==> src/rtl/prefix_adder_pipe.sv <==
`default_nettype none
// ============================================================================
//  Module   : prefix_adder_pipe
//  Purpose  : Three-stage elastic Brent-Kung prefix adder/subtractor with
//             carry-in, subtract mode and cout/overflow/zero flags.
//             S1 forms group G/P, S2 forms group carries, S3 ripples the sum.
//  Revision : 1.0  initial release
// ============================================================================
module prefix_adder_pipe #(
  parameter int WIDTH     = 64,
  parameter int GROUPSIZE = 8
) (
  input  logic             clk,
  input  logic             rst,
  input  logic             in_valid,
  output logic             in_ready,
  input  logic [WIDTH-1:0] a,
  input  logic [WIDTH-1:0] b,
  input  logic             cin,
  input  logic             sub,
  output logic             out_valid,
  input  logic             out_ready,
  output logic [WIDTH-1:0] sum,
  output logic             cout,
  output logic             overflow,
  output logic             zero
);

  localparam int C_NGRP = WIDTH / GROUPSIZE;
  localparam int C_LOGN = $clog2(C_NGRP);

  // Stage valid bits
  logic v1_q, v1_d, v2_q, v2_d, v3_q, v3_d;
  // Stage 1 data
  logic [C_NGRP-1:0] s1_g_q, s1_g_d, s1_p_q, s1_p_d;
  logic [WIDTH-1:0]  s1_a_q, s1_a_d, s1_b_q, s1_b_d;
  logic              s1_c0_q, s1_c0_d;
  // Stage 2 data
  logic [C_NGRP:0]   s2_c_q, s2_c_d;
  logic [WIDTH-1:0]  s2_a_q, s2_a_d, s2_b_q, s2_b_d;
  // Stage 3 (output) data
  logic [WIDTH-1:0]  sum_q, sum_d;
  logic              cout_q, cout_d, ovf_q, ovf_d, zero_q, zero_d;

  // Combinational helpers
  logic              w_adv1, w_adv2, w_adv3;
  logic [WIDTH-1:0]  w_b_eff;
  logic              w_c0, w_gg, w_gp;
  logic [C_NGRP-1:0] w_grp_g, w_grp_p;
  logic [C_NGRP-1:0] w_pg, w_pp;
  logic [C_NGRP:0]   w_carry;
  logic [WIDTH-1:0]  w_sum;
  logic              w_rc;

  // Elastic advance chain: a stage moves when the one after it moves or it is empty
  always_comb begin
    w_adv3   = out_ready | ~v3_q;
    w_adv2   = w_adv3 | ~v2_q;
    w_adv1   = w_adv2 | ~v1_q;
    in_ready = w_adv1;
  end

  // S1: effective operands and per-group generate/propagate by intra-group lookahead
  always_comb begin
    w_b_eff = sub ? ~b : b;
    w_c0    = sub ? 1'b1 : cin;
    w_grp_g = '0;
    w_grp_p = '0;
    w_gg    = 1'b0;
    w_gp    = 1'b1;
    for (int gi = 0; gi < C_NGRP; gi++) begin
      w_gg = 1'b0;
      w_gp = 1'b1;
      for (int bi = 0; bi < GROUPSIZE; bi++) begin
        w_gg = (a[gi*GROUPSIZE+bi] & w_b_eff[gi*GROUPSIZE+bi]) |
               ((a[gi*GROUPSIZE+bi] ^ w_b_eff[gi*GROUPSIZE+bi]) & w_gg);
        w_gp = w_gp & (a[gi*GROUPSIZE+bi] ^ w_b_eff[gi*GROUPSIZE+bi]);
      end
      w_grp_g[gi] = w_gg;
      w_grp_p[gi] = w_gp;
    end
    v1_d    = w_adv1 ? in_valid : v1_q;
    s1_g_d  = s1_g_q;
    s1_p_d  = s1_p_q;
    s1_a_d  = s1_a_q;
    s1_b_d  = s1_b_q;
    s1_c0_d = s1_c0_q;
    if (w_adv1 && in_valid) begin
      s1_g_d  = w_grp_g;
      s1_p_d  = w_grp_p;
      s1_a_d  = a;
      s1_b_d  = w_b_eff;
      s1_c0_d = w_c0;
    end
  end

  // S2: Brent-Kung up-sweep/down-sweep over group pairs, then fold in c0.
  // In-place update is safe: within one level no updated node is also a source.
  always_comb begin
    w_pg = s1_g_q;
    w_pp = s1_p_q;
    for (int l = 0; l < C_LOGN; l++) begin
      for (int i = 0; i < C_NGRP; i++) begin
        if (((i + 1) % (2 << l)) == 0) begin
          w_pg[i] = w_pg[i] | (w_pp[i] & w_pg[i - (1 << l)]);
          w_pp[i] = w_pp[i] & w_pp[i - (1 << l)];
        end
      end
    end
    for (int l = C_LOGN - 2; l >= 0; l--) begin
      for (int i = 0; i < C_NGRP; i++) begin
        if ((((i + 1) % (2 << l)) == (1 << l)) && ((i + 1) > (2 << l))) begin
          w_pg[i] = w_pg[i] | (w_pp[i] & w_pg[i - (1 << l)]);
          w_pp[i] = w_pp[i] & w_pp[i - (1 << l)];
        end
      end
    end
    w_carry    = '0;
    w_carry[0] = s1_c0_q;
    for (int i = 1; i <= C_NGRP; i++) begin
      w_carry[i] = w_pg[i-1] | (w_pp[i-1] & s1_c0_q);
    end
    v2_d   = w_adv2 ? v1_q : v2_q;
    s2_c_d = s2_c_q;
    s2_a_d = s2_a_q;
    s2_b_d = s2_b_q;
    if (w_adv2 && v1_q) begin
      s2_c_d = w_carry;
      s2_a_d = s1_a_q;
      s2_b_d = s1_b_q;
    end
  end

  // S3: ripple each group from its registered carry-in and derive the flags
  always_comb begin
    w_sum = '0;
    w_rc  = 1'b0;
    for (int gi = 0; gi < C_NGRP; gi++) begin
      w_rc = s2_c_q[gi];
      for (int bi = 0; bi < GROUPSIZE; bi++) begin
        w_sum[gi*GROUPSIZE+bi] = s2_a_q[gi*GROUPSIZE+bi] ^ s2_b_q[gi*GROUPSIZE+bi] ^ w_rc;
        w_rc = (s2_a_q[gi*GROUPSIZE+bi] & s2_b_q[gi*GROUPSIZE+bi]) |
               ((s2_a_q[gi*GROUPSIZE+bi] ^ s2_b_q[gi*GROUPSIZE+bi]) & w_rc);
      end
    end
    v3_d   = w_adv3 ? v2_q : v3_q;
    sum_d  = sum_q;
    cout_d = cout_q;
    ovf_d  = ovf_q;
    zero_d = zero_q;
    if (w_adv3 && v2_q) begin
      sum_d  = w_sum;
      cout_d = s2_c_q[C_NGRP];
      ovf_d  = (s2_a_q[WIDTH-1] == s2_b_q[WIDTH-1]) && (w_sum[WIDTH-1] != s2_a_q[WIDTH-1]);
      zero_d = ~|w_sum;
    end
  end

  // Valid bits and visible outputs clear on reset
  always_ff @(posedge clk) begin
    if (rst) begin
      v1_q   <= 1'b0;
      v2_q   <= 1'b0;
      v3_q   <= 1'b0;
      sum_q  <= '0;
      cout_q <= 1'b0;
      ovf_q  <= 1'b0;
      zero_q <= 1'b0;
    end else begin
      v1_q   <= v1_d;
      v2_q   <= v2_d;
      v3_q   <= v3_d;
      sum_q  <= sum_d;
      cout_q <= cout_d;
      ovf_q  <= ovf_d;
      zero_q <= zero_d;
    end
  end

  // Internal data registers are qualified by their valid bits, so need no reset
  always_ff @(posedge clk) begin
    s1_g_q  <= s1_g_d;
    s1_p_q  <= s1_p_d;
    s1_a_q  <= s1_a_d;
    s1_b_q  <= s1_b_d;
    s1_c0_q <= s1_c0_d;
    s2_c_q  <= s2_c_d;
    s2_a_q  <= s2_a_d;
    s2_b_q  <= s2_b_d;
  end

  assign out_valid = v3_q;
  assign sum       = sum_q;
  assign cout      = cout_q;
  assign overflow  = ovf_q;
  assign zero      = zero_q;

endmodule
`default_nettype wire

==> config.mk <==
export PLATFORM = sky130hd
export DESIGN_NAME = prefix_adder_pipe
export DESIGN_NICKNAME = d
export VERILOG_FILES = /design/src/rtl/prefix_adder_pipe.sv
export SDC_FILE = /design/constraint.sdc
export NUM_CORES = 1
export LEC_CHECK = 0
export ABC_AREA = 1
export BUFFER_PORTS_ARGS = -buffer_cell sky130_fd_sc_hd__buf_2
export CELL_PAD_IN_SITES_DETAIL_PLACEMENT = 1
export CELL_PAD_IN_SITES_GLOBAL_PLACEMENT = 1
export CORE_ASPECT_RATIO = 1.5
export CORE_MARGIN = 2
export CORE_UTILIZATION = 45
export DETAILED_ROUTE_END_ITERATION = 10
export PLACE_DENSITY = 0.78
export RECOVER_POWER = 100
export SYNTH_ARGS = -nofsm -noshare
export SYNTH_HDL_FRONTEND = slang
export SYNTH_SLANG_ARGS = --single-unit
==> constraint.sdc <==
create_clock -name clk -period 5.24 [get_ports clk]
set_input_delay 0.262 -clock clk [delete_from_list [all_inputs] [get_ports clk]]
set_output_delay 0.262 -clock clk [all_outputs]
set_load 0.02 [all_outputs]
# Word-level counts from Yosys, hierarchy flattened
# Cells that the tools add are included.
[totals] reg_bits=352 latch_bits=0 ramBits=0 mem_bits_ro=0 in_bits=134 elab_cells=672 memories=0
[classes] n_addsub=0 mul=0 div_mod_pow=0 order_cmp=0 n_eq_ne=2 n_shift=0 mux=1 bitwise=648 n_reduce_logical=6
[op_table] operator="$and A1 B1 Y1" n=318
[op_table] operator="$xor A1 B1 Y1" n=192
[op_table] operator="$or A1 B1 Y1" n=134
[op_table] operator="$mux W64" n=1
[op_table] operator="$not A64 Y64" n=1
[op_table] operator="$reduce_or A64 Y1" n=1
[op_table] operator="$logic_and A1 B1 Y1" n=4
[op_table] operator="$not A1 Y1" n=3
[op_table] operator="$eq A1 B1 Y1" n=1
[op_table] operator="$logic_not A1 Y1" n=1
[op_table] operator="$ne A1 B1 Y1" n=1

# Longest topological paths before layout
[logic_depth] ltp_word=18 depth_mapped=18

# Least setup slack after synthesis
# Ideal clock, no wire load.
[synth_timing] path_type="flip-flop to flip-flop" startpoint="reg v3_q, in the netlist out_valid" endpoint="reg s1_a_q[0] (enable)" setup_time_ns=0.498 arrival_time_ns=3.655 required_ns=4.742 path_slack_ns=1.087 path_stages_with_launch=6 n_path_buf=0 cell_sequence="dfxtp_1 > nand2_2 > nor2_1 > nand2_1 > nand2_1 > inv_1"
[synth_between] elab_chain_len=5
[synth_lines] element="from (decl)" line="33" rtl="logic v1_q, v1_d, v2_q, v2_d, v3_q, v3_d;"
[synth_lines] element="from (signal assigned)" line="172" rtl="v3_q <= v3_d;"
[synth_lines] element="$not A1 Y1" line="57" rtl="w_adv3 = out_ready | ~v3_q;"
[synth_lines] element="$or A1 B1 Y1" line="57"
[synth_lines] element="$or A1 B1 Y1" line="58" rtl="w_adv2 = w_adv3 | ~v2_q;"
[synth_lines] element="$or A1 B1 Y1" line="59" rtl="w_adv1 = w_adv2 | ~v1_q;"
[synth_lines] element="named net in_ready" line="16" rtl="output logic in_ready,"
[synth_lines] element="$logic_and A1 B1 Y1" line="88" rtl="if (w_adv1 && in_valid) begin"
[synth_lines] element="to (signal assigned)" line="184" rtl="s1_a_q <= s1_a_d;"
[synth_lines] element="to (decl)" line="36" rtl="logic [WIDTH-1:0] s1_a_q, s1_a_d, s1_b_q, s1_b_d;"
# The timed path passes the listed nets, and every way through them passes these cells.
# A chain may end at the register's enable or synchronous reset.

# Worst setup path after layout
[layout_timing] startpoint="reg v3_q, in the netlist out_valid" endpoint="reg s1_b_q[63] (enable)"
[layout_between] elab_chain_len=5
[layout_lines] element="$not A1 Y1" line="57"
[layout_lines] element="$or A1 B1 Y1" line="57"
[layout_lines] element="$or A1 B1 Y1" line="58"
[layout_lines] element="$or A1 B1 Y1" line="59"
[layout_lines] element="$logic_and A1 B1 Y1" line="88"
[layout_lines] element="to (signal assigned)" line="185" rtl="s1_b_q <= s1_b_d;"
[layout_lines] element="to (decl)" line="36"
# No other way between the ends.

==> reports/metrics.yaml <==
timing:
  fin_crit_sh_pct: 85.3
  setup_viol: 0
  relSlewSlack_pct: -93.8
  hold_violations: 0
  fmax_mhz: 224
  period_needed_ps: 4470
  rsz0062_at_grt: "false"
  maxSlewViolCount: 304
  final.setup.tns_ps: 0
  worstMarginPinSlew_ps: 2910
  skew_ps: 21.4
logic_synthesis:
  synth.top_cell.area_share_pct: 57.2
  synth_edf_count: 282
  yosys.area.top_type: "edfxtp_1"
  synth.distinct_cells: 32
  synth-seq-cells: 352
  ys_warn_count: 0
  avgSynthCellArea_um2: 13.5
  synth_ff_type: "edfxtp_1"
  synthesis.area_um2: 14800
  seq_area_frac_synth_pct: 66.6
  synthesis.nets: 1348
  syn_inst: 1094
  synth.area.top_cells: "edfxtp_1 57%, dfxtp_1 9.5%, fa_1 7.6%"
  async_reset_ff_share_pct: 0
placement:
  place_congestion: 0.845
  dp_hpwl_um: 24900
  placed_cell_area_um2: 16200
  io_buffers: 202
clocking:
  clock_path_buffers: 3
  clk_pin_slew_ps: 70
  cts_setup_buffers: 0
  cts-resized-gates: 0
  clkLatencyLatePin_ps: 530
  cts-root-buf: "clkbuf_16"
  cts_num_sinks: 352
  cts_made_buffers: 35
  htreeDepth: 2
  cts_tree: "done"
die:
  ios: 203
  fp.dieW_um: 152
  core_region_area_um2: 32500
  start_util_pct: 45.5
  die_y_um: 226
  die_area_um2: 34400
  num_rows: 81
pwr:
  peakVddDrop_uv: 213
  powerDensity_nw_per_um2: 372
  p_leak_nw: 7.01
cells_and_area:
  final_area_um2: 17900
  drive_above_1_share_pct: 9.15
  regArea_um2: 9870
  area_growth_pct: 20.6
  finalNetCount: 1627
  multi_input_area_um2: 4420
  num-fill-cells: 3349
  fin_util_pct: 54.9
worst_setup_path:
  cp-start-kind: "flip-flop"
  reg2reg_from: "out_valid$_SDFFE_PP0P_"
  crit_path_end_kind: "flip-flop"
  startpoint: "out_valid$_SDFFE_PP0P_"
  worstSetupPathType: "flip-flop to flip-flop"
  r2r_slack_ps: 770
  worstPathRequired_ps: 5300
  crit_fanout: 107
  cp.arrival_ps: 4530
route:
  drc_errors: 0
  wl_per_cell_um: 19.8
  dr.pass1.iters: 4
  wl_um: 35900
  num_vias: 9140
  ant_nets: 0
  drtIter0Drc: 358
  vias_per_cell: 5.04
grt:
  grt_pass1_vias: 10400
  grt_use_total_pct: 21.1
  grt_max_degree: 138
  grt_antenna_before_repair: 1
  grt_pass1_wl_um: 55900
  grt_overflow_total: 0
hold_path:
  holdCritStartpoint: "b[35]"
  hp-class: "input pin to flip-flop"
job:
  cap_violations: 3
run_status:
  outcome: "complete, but fails checks"
  failed_checks: "max-capacitance violations, max-slew violations"
-- report_power, final --
group	switching, W	internal (W)	total [W]
Combinational	0.000450	0.000270	0.000720
Clock	0.00105	0.00158	0.00263
Sequential	0.0000722	0.00322	0.00329
-- cell usage in the layout, fill, tap and decap left out, drive strengths merged --
cell and instances:
edfxtp 282, clkbuf 180, nor2 153, nand2 135, inv 87, buf 71
dfxtp 70, xor2 67, o21ai 67, dlygate4sd3 65, ha 64, fa 56
a21oi 36, nand3 15, clkinv 11, nand4 7, a21o 5, bufinv 5
nor3 4, nand3b 4, o211ai 4, clkinvlp 3, xnor2 3, o21bai 2
diode 1, o21a 1, a221oi 1, or2 1
-- sequential cells by signal, summed over array words and instances, names as in the netlist --
register and flops:
sum 64, s1_p_q 8, v1_q 1, s2_c_q 9, overflow 1, zero 1, s2_a_q 64, s2_b_q 64
s1_a_q 64, out_valid 1, cout 1, s1_c0_q 1, s1_g_q 8, v2_q 1, s1_b_q 64
-- path summary, 6_finish.rpt --
kind | cells past startpoint | end
hold / removal | 2 | s1_b_q[35]$_DFFE_PP_
setup / recovery | 6 | s1_b_q[63]$_DFFE_PP_
setup reg to reg | 6 | s1_b_q[63]$_DFFE_PP_
hold reg to reg | 0 | s2_b_q[45]$_DFFE_PP_
-- cell type report --
class	count	share of cell area [%]
diodes	1	0.0140
inverters	89	1.91
clock inverters	17	1.18
repair buffers	270	8.48
multi-input cells	625	24.7
well taps	415	2.91
flip-flops and latches	352	55.2
clock buffers	46	5.54
-- critical path, stage by stage, from the launching register on --
cell        delay (ps)
dfxtp_1            340
nand2_1            120
nor2_1             150
nand2_1            160
nand2_1            240
clkinvlp_4        1800
clkbuf_2          1080
-- through the flow --
step	setup slack [ps]	hold WS (ps)	instances	power, W
6_report	769	51.2	1815	0.00665
5_1_grt	367	44.7	1815	0.00689
3_5_place_dp	937	405	1686	0.00404
4_1_cts	897	27.4	1814	0.00670
3_3_place_gp	1070	400	1686	0.00398
2_1_floorplan	1090	361	1094	0.00376
-- cell families (layout without fill, tap and decap cells) --
family,Yosys count,after routing,share of synthesized area (%)
DFF,352,352,66.6
other,0,1,0
buffers and inverters,117,422,3.50
adders and majority gates,120,120,13.0
xor gates and xnor gates,70,70,4.14
AOI/OAI and AO/OA,116,116,4.17
and+or+nand+nor,319,319,8.61
-- what timing repair did --
action | in CTS | in global routing
endpoints found under the hold margin | 65 | 0
endpoints found under the setup margin | 0 | 0
hold buffers | 65 | 0
-- routing by layer --
metal  vias to the layer above  part of all wire [%]  GRT usage (%)
li1                       4272                     -              -
met1                      4539                    37           22.5
met2                       234                    55           40.8
met5                         -                     0              0
met3                        95                   4.3           3.63
met4                         0                   4.2           9.01
-- synth_stat cells (5+ instances only) --
| library cell | number |
|---|---|
| o21ai_1 | 6 |
| nand4_1 | 7 |
| buf_4 | 5 |
| dfxtp_1 | 70 |
| nand3_1 | 15 |
| fa_1 | 56 |
| buf_2 | 16 |
| buf_6 | 5 |
| ha_1 | 64 |
| edfxtp_1 | 282 |
| a21oi_1 | 35 |
| o21ai_0 | 61 |
| a21o_1 | 5 |
| xor2_1 | 67 |
| inv_1 | 88 |
| nand2_1 | 133 |
| nor2_1 | 151 |
Power figures use the tool's default switching activity.
